## src/rtl/cpu4_mc_controller_pkg.sv

```systemverilog
// Shared definitions for the cpu4 multicycle controller: state encoding,
// opcode/funct constants, ALU control codes and datapath select codes.
package cpu4_mc_controller_pkg;

    typedef enum logic [3:0] {
        S_FETCH  = 4'd0,
        S_DECODE = 4'd1,
        S_MEMADR = 4'd2,
        S_MEMRD  = 4'd3,
        S_MEMWB  = 4'd4,
        S_MEMWR  = 4'd5,
        S_EXEC   = 4'd6,
        S_ALUWB  = 4'd7,
        S_BRANCH = 4'd8,
        S_ADDIEX = 4'd9,
        S_ADDIWB = 4'd10,
        S_JUMP   = 4'd11
    } state_t;

    localparam logic [5:0] OP_RTYPE = 6'b000000;
    localparam logic [5:0] OP_LW    = 6'b100011;
    localparam logic [5:0] OP_SW    = 6'b101011;
    localparam logic [5:0] OP_BEQ   = 6'b000100;
    localparam logic [5:0] OP_ADDI  = 6'b001000;
    localparam logic [5:0] OP_J     = 6'b000010;

    localparam logic [5:0] FUNCT_ADD = 6'b100000;
    localparam logic [5:0] FUNCT_SUB = 6'b100010;
    localparam logic [5:0] FUNCT_AND = 6'b100100;
    localparam logic [5:0] FUNCT_OR  = 6'b100101;
    localparam logic [5:0] FUNCT_SLT = 6'b101010;

    localparam logic [2:0] ALU_ADD = 3'b010;
    localparam logic [2:0] ALU_SUB = 3'b110;
    localparam logic [2:0] ALU_AND = 3'b000;
    localparam logic [2:0] ALU_OR  = 3'b001;
    localparam logic [2:0] ALU_SLT = 3'b111;

    localparam logic [1:0] SRCB_REG   = 2'b00;
    localparam logic [1:0] SRCB_FOUR  = 2'b01;
    localparam logic [1:0] SRCB_IMM   = 2'b10;
    localparam logic [1:0] SRCB_IMMSH = 2'b11;

    localparam logic [1:0] PCSRC_ALU    = 2'b00;
    localparam logic [1:0] PCSRC_BRANCH = 2'b01;
    localparam logic [1:0] PCSRC_JUMP   = 2'b10;

    // Loads and stores share the address-calculation state.
    function automatic logic is_mem_op(input logic [5:0] op);
        return (op == OP_LW) || (op == OP_SW);
    endfunction

endpackage

```

## src/rtl/cpu4_mc_controller_if.sv

```systemverilog
// Controller <-> datapath/memory bundle. The controller is the master: it
// drives every select and enable, and receives instruction fields, the ALU
// zero flag and the memory ready strobe.
//
// Memory handshake: mem_req acts as valid, mem_ready as ready. A transfer
// happens on a rising clk edge where mem_req=1 and mem_ready=1. mem_ready is
// ignored whenever mem_req=0. While waiting, mem_req, iord and memwrite stay
// stable; a request abandoned by reset simply disappears.
interface cpu4_mc_controller_if;
    logic [5:0]  op;
    logic [5:0]  funct;
    logic        zero;
    logic        mem_ready;
    logic        mem_req;
    logic        memwrite;
    logic        iord;
    logic        irwrite;
    logic        pcen;
    logic [1:0]  pcsrc;
    logic        alusrca;
    logic [1:0]  alusrcb;
    logic [2:0]  alucontrol;
    logic        regdst;
    logic        memtoreg;
    logic        regwrite;
    logic        illegal;
    logic [31:0] instret;
    logic [3:0]  state_dbg;

    modport master (
        input  op, funct, zero, mem_ready,
        output mem_req, memwrite, iord, irwrite, pcen, pcsrc, alusrca,
               alusrcb, alucontrol, regdst, memtoreg, regwrite, illegal,
               instret, state_dbg
    );

    modport slave (
        output op, funct, zero, mem_ready,
        input  mem_req, memwrite, iord, irwrite, pcen, pcsrc, alusrca,
               alusrcb, alucontrol, regdst, memtoreg, regwrite, illegal,
               instret, state_dbg
    );
endinterface

```

## src/rtl/cpu4_mc_controller_aludec.sv

```systemverilog
// R-type ALU decoder: maps funct to an ALU control code and flags functs the
// core does not implement (those fall back to add).
module cpu4_aludec
    import cpu4_mc_controller_pkg::*;
(
    input  logic [5:0] funct,
    output logic [2:0] alucontrol,
    output logic       illegal
);

    // Pure lookup; unknown functs execute as add and raise illegal.
    always_comb begin
        alucontrol = ALU_ADD;
        illegal    = 1'b0;
        case (funct)
            FUNCT_ADD: alucontrol = ALU_ADD;
            FUNCT_SUB: alucontrol = ALU_SUB;
            FUNCT_AND: alucontrol = ALU_AND;
            FUNCT_OR:  alucontrol = ALU_OR;
            FUNCT_SLT: alucontrol = ALU_SLT;
            default: begin
                alucontrol = ALU_ADD;
                illegal    = 1'b1;
            end
        endcase
    end

endmodule

```

## src/rtl/cpu4_mc_controller.sv

```systemverilog
// Multicycle control FSM for cpu4: fetch/decode/execute/memory/writeback
// sequencing, variable-latency memory handshake, sticky illegal-instruction
// flag and a retired-instruction counter.
module cpu4_mc_controller
    import cpu4_mc_controller_pkg::*;
(
    input  logic                 clk,
    input  logic                 reset,
    cpu4_mc_controller_if.master bus
);

    state_t      state;
    state_t      next_state;
    logic        illegal_q;
    logic [31:0] instret_q;

    logic        mem_req_c;
    logic        memwrite_c;
    logic        iord_c;
    logic        irwrite_c;
    logic        pcen_c;
    logic [1:0]  pcsrc_c;
    logic        alusrca_c;
    logic [1:0]  alusrcb_c;
    logic [2:0]  alucontrol_c;
    logic        regdst_c;
    logic        memtoreg_c;
    logic        regwrite_c;
    logic        set_illegal;
    logic        retire;

    logic [2:0]  funct_alu;
    logic        funct_bad;

    cpu4_aludec u_aludec (
        .funct      (bus.funct),
        .alucontrol (funct_alu),
        .illegal    (funct_bad)
    );

    // Next-state and control decode; outputs follow the current state, with
    // fetch enables, branch pcen and EXEC alucontrol also following inputs.
    always_comb begin
        next_state   = state;
        mem_req_c    = 1'b0;
        memwrite_c   = 1'b0;
        iord_c       = 1'b0;
        irwrite_c    = 1'b0;
        pcen_c       = 1'b0;
        pcsrc_c      = PCSRC_ALU;
        alusrca_c    = 1'b0;
        alusrcb_c    = SRCB_REG;
        alucontrol_c = ALU_ADD;
        regdst_c     = 1'b0;
        memtoreg_c   = 1'b0;
        regwrite_c   = 1'b0;
        set_illegal  = 1'b0;
        retire       = 1'b0;
        case (state)
            S_FETCH: begin
                mem_req_c = 1'b1;
                alusrcb_c = SRCB_FOUR;
                if (bus.mem_ready) begin
                    irwrite_c  = 1'b1;
                    pcen_c     = 1'b1;
                    next_state = S_DECODE;
                end
            end
            S_DECODE: begin
                alusrcb_c = SRCB_IMMSH;
                if (is_mem_op(bus.op)) begin
                    next_state = S_MEMADR;
                end else begin
                    case (bus.op)
                        OP_RTYPE: next_state = S_EXEC;
                        OP_BEQ:   next_state = S_BRANCH;
                        OP_ADDI:  next_state = S_ADDIEX;
                        OP_J:     next_state = S_JUMP;
                        default: begin
                            next_state  = S_FETCH;
                            set_illegal = 1'b1;
                        end
                    endcase
                end
            end
            S_MEMADR: begin
                alusrca_c  = 1'b1;
                alusrcb_c  = SRCB_IMM;
                next_state = (bus.op == OP_LW) ? S_MEMRD : S_MEMWR;
            end
            S_MEMRD: begin
                mem_req_c = 1'b1;
                iord_c    = 1'b1;
                if (bus.mem_ready) begin
                    next_state = S_MEMWB;
                end
            end
            S_MEMWB: begin
                memtoreg_c = 1'b1;
                regwrite_c = 1'b1;
                retire     = 1'b1;
                next_state = S_FETCH;
            end
            S_MEMWR: begin
                mem_req_c  = 1'b1;
                memwrite_c = 1'b1;
                iord_c     = 1'b1;
                if (bus.mem_ready) begin
                    retire     = 1'b1;
                    next_state = S_FETCH;
                end
            end
            S_EXEC: begin
                alusrca_c    = 1'b1;
                alusrcb_c    = SRCB_REG;
                alucontrol_c = funct_alu;
                set_illegal  = funct_bad;
                next_state   = S_ALUWB;
            end
            S_ALUWB: begin
                regdst_c   = 1'b1;
                regwrite_c = 1'b1;
                retire     = 1'b1;
                next_state = S_FETCH;
            end
            S_BRANCH: begin
                alusrca_c    = 1'b1;
                alusrcb_c    = SRCB_REG;
                alucontrol_c = ALU_SUB;
                pcsrc_c      = PCSRC_BRANCH;
                pcen_c       = bus.zero;
                retire       = 1'b1;
                next_state   = S_FETCH;
            end
            S_ADDIEX: begin
                alusrca_c  = 1'b1;
                alusrcb_c  = SRCB_IMM;
                next_state = S_ADDIWB;
            end
            S_ADDIWB: begin
                regwrite_c = 1'b1;
                retire     = 1'b1;
                next_state = S_FETCH;
            end
            S_JUMP: begin
                pcsrc_c    = PCSRC_JUMP;
                pcen_c     = 1'b1;
                retire     = 1'b1;
                next_state = S_FETCH;
            end
            default: begin
                next_state = S_FETCH;
            end
        endcase
    end

    // State register, sticky illegal flag and wrapping retire counter.
    always_ff @(posedge clk or negedge reset) begin
        if (!reset) begin
            state     <= S_FETCH;
            illegal_q <= 1'b0;
            instret_q <= 32'd0;
        end else begin
            state <= next_state;
            if (set_illegal) begin
                illegal_q <= 1'b1;
            end
            if (retire) begin
                instret_q <= instret_q + 32'd1;
            end
        end
    end

    // Reset is async, so state already reads FETCH while reset is low; the
    // request and all write enables are masked so nothing fires until release.
    assign bus.mem_req    = mem_req_c  & reset;
    assign bus.memwrite   = memwrite_c & reset;
    assign bus.irwrite    = irwrite_c  & reset;
    assign bus.pcen       = pcen_c     & reset;
    assign bus.regwrite   = regwrite_c & reset;
    assign bus.iord       = iord_c;
    assign bus.pcsrc      = pcsrc_c;
    assign bus.alusrca    = alusrca_c;
    assign bus.alusrcb    = alusrcb_c;
    assign bus.alucontrol = alucontrol_c;
    assign bus.regdst     = regdst_c;
    assign bus.memtoreg   = memtoreg_c;
    assign bus.illegal    = illegal_q;
    assign bus.instret    = instret_q;
    assign bus.state_dbg  = state;

endmodule
```

## src/flat_wrapper.sv

```systemverilog
// flat-port wrapper written by rule: the top's interface ports become plain ports
module cpu4_mc_controller_flat import cpu4_mc_controller_pkg::*;
  (clk, reset, bus_op, bus_funct, bus_zero, bus_mem_ready, bus_mem_req, bus_memwrite, bus_iord, bus_irwrite, bus_pcen, bus_pcsrc, bus_alusrca, bus_alusrcb, bus_alucontrol, bus_regdst, bus_memtoreg, bus_regwrite, bus_illegal, bus_instret, bus_state_dbg);
  cpu4_mc_controller_if bus_i ();
  input  logic clk;
  input  logic reset;
  input wire logic [$bits(bus_i.op)-1:0] bus_op;
  input wire logic [$bits(bus_i.funct)-1:0] bus_funct;
  input wire logic [$bits(bus_i.zero)-1:0] bus_zero;
  input wire logic [$bits(bus_i.mem_ready)-1:0] bus_mem_ready;
  output wire logic [$bits(bus_i.mem_req)-1:0] bus_mem_req;
  output wire logic [$bits(bus_i.memwrite)-1:0] bus_memwrite;
  output wire logic [$bits(bus_i.iord)-1:0] bus_iord;
  output wire logic [$bits(bus_i.irwrite)-1:0] bus_irwrite;
  output wire logic [$bits(bus_i.pcen)-1:0] bus_pcen;
  output wire logic [$bits(bus_i.pcsrc)-1:0] bus_pcsrc;
  output wire logic [$bits(bus_i.alusrca)-1:0] bus_alusrca;
  output wire logic [$bits(bus_i.alusrcb)-1:0] bus_alusrcb;
  output wire logic [$bits(bus_i.alucontrol)-1:0] bus_alucontrol;
  output wire logic [$bits(bus_i.regdst)-1:0] bus_regdst;
  output wire logic [$bits(bus_i.memtoreg)-1:0] bus_memtoreg;
  output wire logic [$bits(bus_i.regwrite)-1:0] bus_regwrite;
  output wire logic [$bits(bus_i.illegal)-1:0] bus_illegal;
  output wire logic [$bits(bus_i.instret)-1:0] bus_instret;
  output wire logic [$bits(bus_i.state_dbg)-1:0] bus_state_dbg;
  assign bus_i.op = bus_op;
  assign bus_i.funct = bus_funct;
  assign bus_i.zero = bus_zero;
  assign bus_i.mem_ready = bus_mem_ready;
  assign bus_mem_req = bus_i.mem_req;
  assign bus_memwrite = bus_i.memwrite;
  assign bus_iord = bus_i.iord;
  assign bus_irwrite = bus_i.irwrite;
  assign bus_pcen = bus_i.pcen;
  assign bus_pcsrc = bus_i.pcsrc;
  assign bus_alusrca = bus_i.alusrca;
  assign bus_alusrcb = bus_i.alusrcb;
  assign bus_alucontrol = bus_i.alucontrol;
  assign bus_regdst = bus_i.regdst;
  assign bus_memtoreg = bus_i.memtoreg;
  assign bus_regwrite = bus_i.regwrite;
  assign bus_illegal = bus_i.illegal;
  assign bus_instret = bus_i.instret;
  assign bus_state_dbg = bus_i.state_dbg;
  cpu4_mc_controller u_core (.clk(clk), .reset(reset), .bus(bus_i));
endmodule
```

## config.mk

```make
export PLATFORM = sky130hd
export DESIGN_NAME = cpu4_mc_controller_flat
export DESIGN_NICKNAME = d
export VERILOG_FILES = /design/src/rtl/cpu4_mc_controller_pkg.sv /design/src/rtl/cpu4_mc_controller_if.sv /design/src/rtl/cpu4_mc_controller_aludec.sv /design/src/rtl/cpu4_mc_controller.sv /design/src/flat_wrapper.sv
export SDC_FILE = /design/constraint.sdc
export NUM_CORES = 1
export LEC_CHECK = 0
export ABC_AREA = 1
export CAP_MARGIN = 5
export CORE_MARGIN = 2
export CORE_UTILIZATION = 45
export DETAILED_ROUTE_END_ITERATION = 10
export GPL_TIMING_DRIVEN = 1
export PLACE_DENSITY = 0.75
export SLEW_MARGIN = 30
export SYNTH_ARGS = -nofsm -noshare
export SYNTH_HDL_FRONTEND = slang
export SYNTH_HIERARCHICAL = 1
export SYNTH_SLANG_ARGS = --single-unit
```

## constraint.sdc

```tcl
create_clock -name clk -period 1.5 [get_ports clk]
set_input_delay 0.375 -clock clk [delete_from_list [all_inputs] [get_ports clk]]
set_output_delay 0.375 -clock clk [all_outputs]
set_load 0.02 [all_outputs]
```

==> results.md, run 1 <==
- Clock buffer depth: 2
- Placed insts: 665
- CP Class: flop to output pin
- Vias in the first global route: 3567
- Pleak: about 2.4 nW
- Routability congestion estimate: around 0.97
- WP data required: between 1000 and 1500 ps
- Cell family with most CP delay: simple AND/OR/NAND/NOR gates
- Worst path arrival time: 1590 ps
- Clock Root Buffer: clkbuf_8
- Die H: 82.90 µm
- TritonCTS clock tree: done
- Violated checks: setup timing
- Post-Syn Area: 2801 µm²
- Residual DRC: 0
- Pre-CTS setup slack: -874.1 ps
- First-pass DRT Iterations: 7
- Sink Count: 37
- Most frequent cells in the layout: 195 x nand2_1, 71 x nor2_1, 64 x buf_4, 40 x inv_1, 28 x dfrtp_1
- Antenna viol nets, final: 0
- Synth unique cells: 29
- IO Port Bufs: slightly below 70
- Nets: 637
- Tmin final: 1961 ps
- FILL cells: 459
- Outcome: complete, but fails checks
- FP Rows: 28
- Core area: 5956 µm²
- Global route total overflow: 0
- Post-synth EDFFs: 0
- Setup_tns: -12450 ps
- Top_reg_cell synth: dfrtp_1
- Worst Hold Class: input pin to asynchronous set/reset pin
- Crit path cell chain: inv_1 > nor2_1 > nand2_4 > nand3_2 > nand2_1 > inv_2 > buf_4
- Total CTS buffers: 5
- Clock insertion delay at the later pin of the skew report: just over 300 ps
- Post-route setup slack: -460.8 ps
- Crit-path max FO: 5
- Most common cell after layout, fill and taps aside: nand2_1
- Async S/R FF share, synth: 1.000
- Mapped Avg Cell Area: 5.961 µm²
- Final count of negative-setup-slack endpoints: 52
- Tcrit/Tclk final: 1.307
- Max-Cap Viols: 0
- Vias per cell: around 5.2
- Initial antenna violation count: 0
- Gate Count Post-Synth: 470
- Final Hold Viols: 0
- CP startpoint kind: flop
- Ports: roughly 70
- Share of cells above drive strength 1: 0.3027
- Largest net degree at the start of global routing: 26
- Die width: around 83 µm
- CP Buf/Inv Count: 3
- Post-route insts no fill: 696
- Crit end category: output pin
- Syn_nets: between 400 and 500
- N_diodes: 0
- Crit path max-delay cell type: dfrtp_2
- RSZ-0062 raised after global routing: true
- Sequential area share after synthesis: 0.3305
- CTS clock-pin slew for the worst setup and hold paths: around 90 ps
- Wire per inst: 14.60 µm
- Fmax: around 510 MHz
- VDD IR-drop max: 0.7229 mV
- Peak per-stage delay on the critical path: between 400 and 500 ps
- Area grow syn2layout: 62.62%
- #FFs+latches synth: 37
- Pwr/cell area: 1009 nW/µm²
- DRT iter0 DRCs: 316
- Starting Density: 0.4704
- DP HPWL: 6574 µm
- Clk_skew: 11.89 ps
- Slew HR: 0.7547
- Slew @ Worst Pin: approximately 370 ps
- Vias: 3617
- Global-route wire length before repair: 15690 µm
- H-tree lvl count: 2
- Synth Warn #: 6
- Die ar.: 6872 µm²
- Global router's overall resource usage: 0.2745
- Max-slew violations: 0
- Final wirelength: just over 10000 µm
[timing repair]
action,in CTS,in global routing
gates resized for setup,178,69
gates cloned,4,0
endpoints found under the hold margin,0,0
buffers inserted,15,5
hold buffers,0,0
endpoints found under the setup margin,85,66
pin swaps,8,12
[cells in the mapped netlist (2+ instances only)]
| cell | n | area share |
|---|---|---|
| dfrtp_1 | 37 | 0.33 |
| buf_6 | 3 | 0.012 |
| inv_2 | 2 | 0.0027 |
| inv_1 | 51 | 0.068 |
| nand3_1 | 22 | 0.039 |
| nand3b_1 | 6 | 0.016 |
| nand2_1 | 212 | 0.28 |
| nand2_2 | 4 | 0.0089 |
| nand4_1 | 2 | 0.0045 |
| nor2_1 | 84 | 0.11 |
| xor2_1 | 8 | 0.025 |
| nor2_2 | 7 | 0.016 |
| o21ai_0 | 9 | 0.016 |
| buf_4 | 2 | 0.0054 |
| o21ai_1 | 7 | 0.013 |
[through the flow]
step / utilization / cell area [µm²] / hold WS (ps) / total power [mW]
after floorplan: - / 2848 / 79.41 / 2.202
after global placement: 0.6718 / 4001 / 450.0 / 3.010
after detailed placement: 0.6718 / 4001 / 462.1 / 3.047
after CTS: 0.7376 / 4393 / 148.5 / 4.286
after global routing: 0.7649 / 4556 / 154.2 / 4.811
final: 0.7649 / 4556 / 124.4 / 4.597
[logic make-up (layout without fill, tap and decap cells)]
| kind of cell | after synthesis | after routing | synth area share |
|---|---|---|---|
| adders and majority gates | 1 | 1 | 0.004466 |
| buffers and inverters | 60 | 211 | 0.09602 |
| and+or+nand+nor | 342 | 342 | 0.4966 |
| xor gates and xnor gates | 10 | 10 | 0.03395 |
| AOI/OAI and AO/OA | 20 | 20 | 0.03841 |
| DFF | 37 | 37 | 0.3305 |
[worst paths after layout]
path	from	cells after the start	slack [ps]	endpoint
setup / recovery	u_core/bus.state_dbg[2]	7	-460	bus_mem_req
setup reg to reg	u_core/bus.state_dbg[3]	12	-290	u_core/bus.instret[7]
min in group clk	u_core/bus.instret[31]	2	540	u_core/bus.instret[31]
hold reg to reg	u_core/bus.instret[31]	2	540	u_core/bus.instret[31]
max in group asynchronous	reset	2	1100	u_core/bus.instret[1]
hold / removal	reset	2	120	u_core/bus.instret[2]
[layer usage]
| metal | vias up | global-route usage | part of all wire |
|---|---|---|---|
| li1 | 1724 | - | - |
| met1 | 1639 | 0.3221 | 0.37 |
| met2 | 208 | 0.4934 | 0.50 |
| met3 | 46 | 0.04076 | 0.080 |
| met4 | 0 | 0.1207 | 0.049 |
| met5 | - | 0 | 0 |
[layout make-up]
class	instances	area, µm²	share of cell area
clock buffers	5	68.82	0.01511
clock inverters	3	17.52	0.003845
inverters	54	215.2	0.04724
multi-input cells	373	1857	0.4076
flip-flops and latches	37	937.1	0.2057
well taps	75	93.84	0.02060
repair buffers	148	1358	0.2980
repair inverters	1	8.758	0.001923
[power breakdown]
group	switching, mW	internal (mW)
registers	0.158	1.09
clock network	0.420	0.321
logic	1.36	1.25
total	1.94	2.66
[state kept, by name, summed over array words and instances (netlist names)]
register	cells
u_core/bus.illegal	1
u_core/bus.instret	32
u_core/bus.state_dbg	4
No activity file was read; power rests on OpenSTA's default activity.
==> run 2: changes to the inputs <==
--- a/config.mk
+++ b/config.mk
@@ -7,8 +7,10 @@
 export LEC_CHECK = 0
 export ABC_AREA = 1
 export CAP_MARGIN = 5
+export CELL_PAD_IN_SITES_DETAIL_PLACEMENT = 1
+export CELL_PAD_IN_SITES_GLOBAL_PLACEMENT = 2
 export CORE_MARGIN = 2
-export CORE_UTILIZATION = 45
+export CORE_UTILIZATION = 23
 export DETAILED_ROUTE_END_ITERATION = 10
 export GPL_TIMING_DRIVEN = 1
 export PLACE_DENSITY = 0.75
==> run 2 against run 1 <==
  * Final area rose by 10%
  * Combinational power increased by 14%
  * Total power grew 20%
  * Critical path depth fell by 1
  * Sequential power about the same
  * Sequential share of layout area is 2.0 points lower
  * Setup slack better by 110 ps
  * Clock skew decreased by 2.3 ps
  * Via count fell by 3.7%
  * The run still ends with setup timing left
  * Fmax grew 5.8%
  * Wire length increased by 17%
==> results.md, run 2 (synthesized netlist as in run 1, its figures left out) <==
- Outcome: complete, but fails checks (unchanged)
- Violated checks: setup timing (unchanged)
- WP data required: 1120 ps (about the same)
- Area grow syn2layout: 79.68% (was 62.62%)
- Residual DRC: 0 (unchanged)
- Starting Density: 0.2342 (was 0.4704)
- Core area: 11960 µm² (was 5956 µm²)
- Global router's overall resource usage: 0.1788 (was 0.2745)
- H-tree lvl count: 2 (unchanged)
- DP Area: 4199 µm² (was 4001 µm²)
- FP Rows: 40 (was 28)
- Die H: 114.4 µm (was 82.90 µm)
- Final wirelength: 11870 µm (was 10160 µm)
- Global-route wire length before repair: 18410 µm (was 15690 µm)
- CTS clock-pin slew for the worst setup and hold paths: 70 ps (was 90 ps)
- Die width: 114.4 µm (was 82.90 µm)
- DRT iter0 DRCs: 96 (was 316)
- Final instance area: 5034 µm² (was 4556 µm²)
- Hold buffer count at cts: 0 (unchanged)
- Final Hold Viols: 0 (unchanged)
- Vias in the first global route: 3789 (was 3567)
- Pwr/cell area: 1096 nW/µm² (was 1009 nW/µm²)
- Total CTS buffers: 5 (unchanged)
- Global route total overflow: 0 (unchanged)
- CP Class: flop to output pin (unchanged)
- Total chip power: 5.515 mW (was 4.597 mW)
- CP startpoint kind: flop (unchanged)
- First-pass DRT Iterations: 4 (was 7)
- Wire per inst: 15.30 µm (was 14.60 µm)
- Max-slew violations: 0 (unchanged)
- Hold WS: 172.2 ps (was 124.4 ps)
- IO Port Bufs: 68 (unchanged)
- Die ar.: 13080 µm² (was 6872 µm²)
- Crit-path max FO: 4 (was 5)
- Ports: 69 (unchanged)
- Worst Hold Class: input pin to asynchronous set/reset pin (unchanged)
- Most frequent cells in the layout: 166 x nand2_1, 69 x nor2_1, 67 x buf_4, 40 x inv_1, 34 x nand2_2 (was 195 x nand2_1, 71 x nor2_1, 64 x buf_4, 40 x inv_1, 28 x dfrtp_1)
- Sink Count: 37 (unchanged)
- Tmin final: 1853 ps (was 1961 ps)
- Vias per cell: 4.488 (was 5.197)
- Slew HR: 0.7745 (was 0.7547)
- Clock buffer depth: 2 (unchanged)
- Post-route setup slack: -353.4 ps (was -460.8 ps)
- Max-Cap Viols: 0 (unchanged)
- Vias: 3483 (was 3617)
- Clock Root Buffer: clkbuf_16 (was clkbuf_8)
- Fmax: 539.5 MHz (was 510.0 MHz)
- Number of flip-flops in the largest register: 32 (unchanged)
- Pleak: 2.494 nW (was 2.381 nW)
- Nets: 645 (was 637)
- VDD IR-drop max: 0.5599 mV (was 0.7229 mV)
- Finished Core Util: 0.4208 (was 0.7649)
- Slew @ Worst Pin: 338.3 ps (was 366.6 ps)
- RSZ-0062 raised after global routing: true (unchanged)
- Clock insertion delay at the later pin of the skew report: 290 ps (was 310 ps)
- Worst reg2reg startpoint: u_core/bus.state_dbg[1] (was u_core/bus.state_dbg[3])
- Crit end category: output pin (unchanged)
- Share of cells above drive strength 1: 0.3688 (was 0.3027)
- Worst path arrival time: 1480 ps (was 1590 ps)
- DP HPWL: 8598 µm (was 6574 µm)
- Final count of negative-setup-slack endpoints: 49 (was 52)
- Initial antenna violation count: 0 (unchanged)
- Routability congestion estimate: 0.8677 (was 0.9665)
- N_diodes: 0 (unchanged)
- Clk_skew: 9.630 ps (was 11.89 ps)
- Most common cell after layout, fill and taps aside: nand2_1 (unchanged)
- Largest net degree at the start of global routing: 25 (was 26)
- Worst setup path startpoint: u_core/bus.state_dbg[3] (was u_core/bus.state_dbg[2])
- Placed insts: 748 (was 665)
- Tcrit/Tclk final: 1.236 (was 1.307)
- TritonCTS clock tree: done (unchanged)
- Antenna viol nets, final: 0 (unchanged)
- Post-route insts no fill: 776 (was 696)
[run 2: changes by cell type in the layout (fill, tap and decap cells not counted), moves of 4 or more]
| cell | before | now |
|---|---|---|
| nand2_2 | 12 | 34 |
| clkdlybuf4s15_1 | 6 | 10 |
| o21ai_2 | 2 | 6 |
| clkbuf_8 | 5 | 1 |
| nand2_4 | 10 | 15 |
| clkbuf_16 | 0 | 8 |
| nand2_1 | 195 | 166 |
[run 2: critical path, stage by stage (launching register included)]
cell and delay [ps]:
dfrtp_2 460, inv_4 90, nand2_4 60, nor2_4 150
inv_2 60, or2_4 230, buf_6 130
[run 2: layout make-up]
type / instances / area, µm²
timing repair buffer: 157 / 1486
fill: 1497 / 6928
inverter: 54 / 222.7
clock inverter: 2 / 37.54
clock buffer: 6 / 138.9
tap: 147 / 183.9
sequential: 37 / 934.6
multi-input combinational: 373 / 2029
[run 2: routing by layer]
| layer | up-vias | GRT usage | routed length, µm |
|---|---|---|---|
| met5 | - | 0 | 0 |
| met4 | 0 | 0.06260 | 218 |
| met3 | 15 | 0.02223 | 280 |
| met2 | 51 | 0.3282 | 6324 |
| met1 | 1679 | 0.2141 | 5046 |
| li1 | 1738 | - | - |
[run 2: repair_timing]
| action | in CTS | in global routing |
|---|---|---|
| cloned | 2 | 3 |
| setup buffers | 11 | 8 |
| gates resized for setup | 192 | 114 |
| setup endpoints to repair | 86 | 64 |
| pin swaps | 14 | 36 |
[run 2: worst paths after layout]
| check | endpoint | slack [ps] | cells after the start |
|---|---|---|---|
| max in group asynchronous | u_core/bus.instret[17] | 940 | 2 |
| worst min-delay path | u_core/bus.illegal | 170 | 2 |
| worst max-delay path | bus_alucontrol[1] | -350 | 6 |
| worst min register to register | u_core/bus.instret[31] | 530 | 2 |
| min in group clk | u_core/bus.instret[31] | 530 | 2 |
| worst max register to register | u_core/bus.instret[24] | -300 | 11 |
[run 2: per-stage QoR]
step	TNS (ps)	setup WS (ps)
after floorplan	-18.59	-18.59
after global placement	-17200	-819.6
after detailed placement	-18750	-863.9
after CTS	-10670	-354.7
after global routing	-15910	-414.6
final	-12330	-353.4
[run 2: where the power goes]
part	internal [mW]	switching, mW
Sequential	1.09	0.156
Clock	0.831	0.460
Combinational	1.46	1.52
==> run 3: changes to the inputs <==
--- a/config.mk
+++ b/config.mk
@@ -13,7 +13,7 @@
 export CORE_UTILIZATION = 23
 export DETAILED_ROUTE_END_ITERATION = 10
 export GPL_TIMING_DRIVEN = 1
-export PLACE_DENSITY = 0.75
+export PLACE_DENSITY = 0.87
 export SLEW_MARGIN = 30
 export SYNTH_ARGS = -nofsm -noshare
 export SYNTH_HDL_FRONTEND = slang
==> run 3 against run 2 <==
  * The run still ends with setup timing left
  * Combinational power is 16% higher
  * Clock power is 16% lower
  * Via count increased by 5.7%
  * Setup slack worse by 120 ps
  * Critical path depth rose by 1
  * Highest routed layer unchanged
==> results.md, run 3 (synthesized netlist as in run 1, its figures left out) <==
- Worst path arrival time: 1600 ps (was 1480 ps)
- Clock Root Buffer: clkbuf_16 (unchanged)
- Clk_skew: 10.63 ps (was 9.630 ps)
- Final wirelength: 13560 µm (was 11870 µm)
- Share of cells above drive strength 1: 0.4159 (was 0.3688)
- RSZ-0062 raised after global routing: true (unchanged)
- Number of flip-flops in the largest register: 32 (unchanged)
- Starting Density: 0.2342 (unchanged)
- Post-route setup slack: -474.2 ps (was -353.4 ps)
- Pre-CTS setup slack: -862.7 ps (was -863.9 ps)
- IO Port Bufs: 68 (unchanged)
- CTS clock-pin slew for the worst setup and hold paths: 60 ps (was 70 ps)
- Worst reg2reg startpoint: u_core/bus.state_dbg[0] (was u_core/bus.state_dbg[1])
- Routability congestion estimate: 0.8405 (was 0.8677)
- Nets: 658 (was 645)
- Crit-path max FO: 4 (unchanged)
- Pwr/cell area: 1100 nW/µm² (was 1096 nW/µm²)
- Combinational Power Share: 0.596 (was 0.539)
- Clock buffer depth: 2 (unchanged)
- Max-Cap Viols: 0 (unchanged)
- Initial antenna violation count: 0 (unchanged)
- DP HPWL: 8286 µm (was 8598 µm)
- Antenna viol nets, final: 0 (unchanged)
- Internal Power: 3.392 mW (was 3.381 mW)
- Worst setup path startpoint: u_core/bus.state_dbg[3] (unchanged)
- Core area: 11960 µm² (unchanged)
- FP Rows: 40 (unchanged)
- Worst Hold Class: input pin to asynchronous set/reset pin (unchanged)
- Most frequent cells in the layout: 141 x nand2_1, 68 x buf_4, 65 x nor2_1, 57 x nand2_2, 39 x buf_6 (was 166 x nand2_1, 69 x nor2_1, 67 x buf_4, 40 x inv_1, 34 x nand2_2)
- Vias: 3680 (was 3483)
- WP data required: 1120 ps (about the same)
- Global route total overflow: 0 (unchanged)
- Outcome: complete, but fails checks (unchanged)
- Final Hold Viols: 0 (unchanged)
- Slew @ Worst Pin: 515.9 ps (was 338.3 ps)
- TritonCTS clock tree: done (unchanged)
- Largest net degree at the start of global routing: 37 (was 25)
- Share of power burned in registers: 0.214 (was 0.227)
- N_diodes: 0 (unchanged)
- Residual DRC: 0 (unchanged)
- Ports: 69 (unchanged)
- Tcrit/Tclk final: 1.316 (was 1.236)
- Most common cell after layout, fill and taps aside: nand2_1 (unchanged)
- Final count of negative-setup-slack endpoints: 53 (was 49)
- Slew HR: 0.6561 (was 0.7745)
- Die H: 114.4 µm (unchanged)
- Clock group share of total power: 0.189 (was 0.234)
- VDD IR-drop max: 0.5121 mV (was 0.5599 mV)
- Vias per cell: 4.664 (was 4.488)
- Die ar.: 13080 µm² (unchanged)
- H-tree lvl count: 2 (unchanged)
- Hold WS: 171.5 ps (was 172.2 ps)
- Fmax: 506.5 MHz (was 539.5 MHz)
- CP startpoint kind: flop (unchanged)
- Total CTS buffers: 5 (unchanged)
- CP Class: flop to output pin (unchanged)
- First-pass DRT Iterations: 4 (unchanged)
- Clock insertion delay at the later pin of the skew report: 290 ps (about the same)
- Max-slew violations: 0 (unchanged)
- Sink Count: 37 (unchanged)
- Global-route wire length before repair: 19770 µm (was 18410 µm)
- Wire per inst: 17.19 µm (was 15.30 µm)
- Reg2reg setup slack: -450 ps (was -300 ps)
- Area grow syn2layout: 87.54% (was 79.68%)
- Sw Ratio: 0.4133 (was 0.3870)
- Switching Power: 2.390 mW (was 2.134 mW)
- Violated checks: setup timing (unchanged)
- Global router's overall resource usage: 0.1937 (was 0.1788)
- Pleak: 2.611 nW (was 2.494 nW)
- Tmin final: 1974 ps (was 1853 ps)
- Vias in the first global route: 3972 (was 3789)
- Die width: 114.4 µm (unchanged)
- Crit end category: output pin (unchanged)
- DRT iter0 DRCs: 116 (was 96)
run 3: changes by cell type in the layout (fill, tap and decap cells not counted), sizes merged:
cell	change
buf	+15
inv	+2
clkinvlp	-1
clkbuf	-5
bufinv	-1
dlymetal6s2s	+2
clkdlybuf4s15	-4
dlygate4sd2	+2
clkdlybuf4s50	+2
clkinv	+1
run 3: path summary, 6_finish.rpt:
check | endpoint | depth (start not counted)
worst min-delay path | u_core/bus.state_dbg[2] | 3
max in group asynchronous | u_core/bus.state_dbg[0] | 2
worst max register to register | u_core/bus.instret[7] | 13
min in group clk | u_core/bus.instret[1] | 2
worst min register to register | u_core/bus.instret[1] | 2
worst max-delay path | bus_regwrite | 7
run 3: final cells by class:
type	instances	area, µm²
Timing Repair inverter	3	48.80
Clock buffer	8	146.4
Fill cell	1493	6708
Sequential cell	37	933.4
Multi-Input combinational cell	373	2095
Inverter	54	227.7
Tap cell	147	183.9
Timing Repair Buffer	167	1619
run 3: metrics by stage:
| stage | util | instances | setup TNS (ps) | area [µm²] | power, mW |
|---|---|---|---|---|---|
| finish | 0.4392 | 789 | -18150 | 5254 | 5.781 |
| global route | 0.4392 | 789 | -20860 | 5254 | 6.016 |
| CTS | 0.4155 | 783 | -13920 | 4970 | 5.362 |
| detailed placement | 0.3513 | 750 | -19540 | 4202 | 3.243 |
| global placement | 0.3513 | 750 | -17900 | 4202 | 3.182 |
| floorplan | - | 470 | -18.59 | 2848 | 2.202 |
run 3: timing repair:
action                                  in CTS  in global routing
cloned                                       7                  0
hold buffers                                 0                  0
setup buffers                               21                 13
gates resized for setup                    254                 96
pin swaps                                   38                 37
endpoints found under the setup margin      87                 58
run 3: critical path, cell delays in order (launching register included):
cell and delay (ps):
dfrtp_2 460, inv_4 70, nor2_4 190, inv_2 80, nor2_2 170, o21ai_1 120
inv_1 80, buf_4 140
run 3: layer usage:
metal  routed length [µm]  track usage  share of wire  vias up
li1                     -            -              -     1765
met1                 5345       0.2181           0.39     1816
met2                 7476       0.3675           0.55       79
met3                  437      0.02700          0.032       20
met4                  306      0.07317          0.023        0
met5                    0            0              0        -
run 3: power by group through the flow:
| stage | sequential (mW) | clock, mW | combinational (mW) |
|---|---|---|---|
| detailed placement | 1.23 | 0 | 2.01 |
| global placement | 1.23 | 0 | 1.95 |
| floorplan | 1.32 | 0 | 0.878 |
| CTS | 1.23 | 1.11 | 3.01 |
| global route | 1.25 | 1.15 | 3.61 |
| finish | 1.24 | 1.09 | 3.45 |
==> edit (flow settings as in run 1) <==
Make the reset (`reset`) synchronous in one clocked block. Comments in the files are not updated.
--- a/src/rtl/cpu4_mc_controller.sv
+++ b/src/rtl/cpu4_mc_controller.sv
@@ -155,7 +155,7 @@
     end
 
     // State register, sticky illegal flag and wrapping retire counter.
-    always_ff @(posedge clk or negedge reset) begin
+    always_ff @(posedge clk) begin
         if (!reset) begin
             state     <= S_FETCH;
             illegal_q <= 1'b0;
Behaviour: differs if reset is asserted again (counterexample within 4 cycles, from zero or initial values and one cycle with reset low); with reset held inactive, the same outputs for 10 cycles.
==> edit against run 1 <==
  * The flow still finishes with violations (setup timing)
  * Sequential share of layout area shrank 3.7 points
  * Setup slack gained 0.10 ns
  * Synthesized area fell by 10%
  * Routed wire length is 14% higher
  * Final area decreased by 1.4%
  * Count of clock-buffer cells in the layout rose by 1
  * Sequential cell count is the same
  * Largest cell class unchanged
Power is not compared: it rests on default switching activity, and its combinational part moved more than twofold at a synthesized area within 25%.
==> edit: results <==
[power_and_ir_drop]
switching_share_pct = 29.1
vdd_drop_max_mv = 0.678

[timing]
max_slew_margin_pct = 75.4
finalHoldViolations = 0
fin_ws_ns = -0.360
fin_tns_setup_ns = -12.24
fin_worst_skew_ns = 0.00730
setup_violations = 49

[yosys]
ys_types = 25
synth_common_cells = "nand2_1 (124), nor2_1 (86), inv_1 (62)"
async_flop_share_pct = 0
ys_warn_count = 6
ys_seq_area_share_pct = 29.5
syn-instance-count = 437
post-synth-top-area-cell = "dfxtp_1"
synth_fp_nets = 454
ys_top_cells_by_area = "dfxtp_1 (29%), nand2_1 (19%), nor2_1 (13%), inv_1 (9.3%), nand3_1 (8.4%)"

[finish]
nFillCells = 331
post-route-util_pct = 82.6
final_layout_size_suffix_gt1_share_pct = 36.8
nets = 608

[clock_network]
ctsLongestPathBuffers = 2
insertion_delay_ns = 0.30
clk_pin_slew_ns = 0.08
cts_root_buffer = "clkbuf_8"
cts_resized = 170
cts_buffers = 5
post_cts_buffers = 4

[detailed_routing]
met2_length_mm = 5.78
drt_iter0_markers = 423
routed_wl_mm = 11.5
via_per_inst = 5.74
drt_first_pass_iters = 5
routedLengthMet1_mm = 4.15
met3_length_um = 968
vias = 3809

[setup_path]
cp_slowest_cell = "dfxtp_4"
cp_max_fo = 6
cp_data_arrival_time_ns = 1.49
slowest_delay_ns = 0.39

[global_routing]
grt_use_total_pct = 26.8
met1_usage_pct = 33.0
grt_max_degree = 16
grt_pass1_vias = 3059
grt_first_pass_wirelength_mm = 13.5
use_met2_pct = 48.4
grtUsageMet3_pct = 3.75

[place]
routabilityCongestion = 0.886
place_inst = 633
place_hpwl_mm = 5.97
place_ws_ns = -0.876
placed_area_um2 = 3770

[flow_run]
maxCapViolCount = 0

[hold_path]
hold_class = "reg2reg"

[run_status]
violations = "setup timing"
status = "finished with violations"
-- edit: cell count changes in the layout (fill, tap and decap cells not counted), moves of 8 or more --
cell	delta
a21oi_1	+12
xor2_1	-8
nand4_1	+15
dfrtp_2	-9
dfrtp_1	-28
nand3_2	+13
o21ai_1	-8
nand2_1	-94
dfxtp_1	+30
inv_1	+11
-- edit: kinds of logic after synthesis --
family,count (synthesis),share of synthesized area [%]
adder cells (fa/ha/maj),1,0.498
buffers and inverters,74,12.7
AO/OA/AOI/OAI,30,6.32
XOR/XNOR,3,1.05
flip-flops,37,29.5
AND/OR/NAND/NOR,292,50.0
-- edit: path summary, 6_finish.rpt --
check / from / endpoint / slack [ns] / cells past startpoint
worst min-delay path: u_core/bus.instret[12]$_SDFFE_PN0P_ / u_core/bus.instret[12]$_SDFFE_PN0P_ / 0.52 / 2
worst max-delay path: u_core/bus.state_dbg[1]$_SDFFE_PN0P_ / bus_pcen / -0.36 / 6
worst min register to register: u_core/bus.instret[12]$_SDFFE_PN0P_ / u_core/bus.instret[12]$_SDFFE_PN0P_ / 0.52 / 2
worst max register to register: u_core/bus.state_dbg[3]$_SDFFE_PN0P_ / u_core/bus.instret[7]$_SDFFE_PN0P_ / -0.33 / 12
-- edit: power by group through the flow --
stage          Sequential (uW)  Clock, uW  Combinational (uW)
6_report                   993        720                 365
5_1_grt                    994        761                 381
4_1_cts                    992        692                 292
3_5_place_dp              1020          0                 287
3_3_place_gp              1020          0                 283
2_1_floorplan             1020          0                 126
-- edit: area by class of cell --
type	count	share of cell area, %
Clock buffer	6	1.62
Clock inverter	2	0.223
Inverter	64	5.76
Multi-Input combinational cell	327	41.5
Sequential cell	37	16.9
Tap cell	72	2.01
Timing Repair Buffer	156	32.0
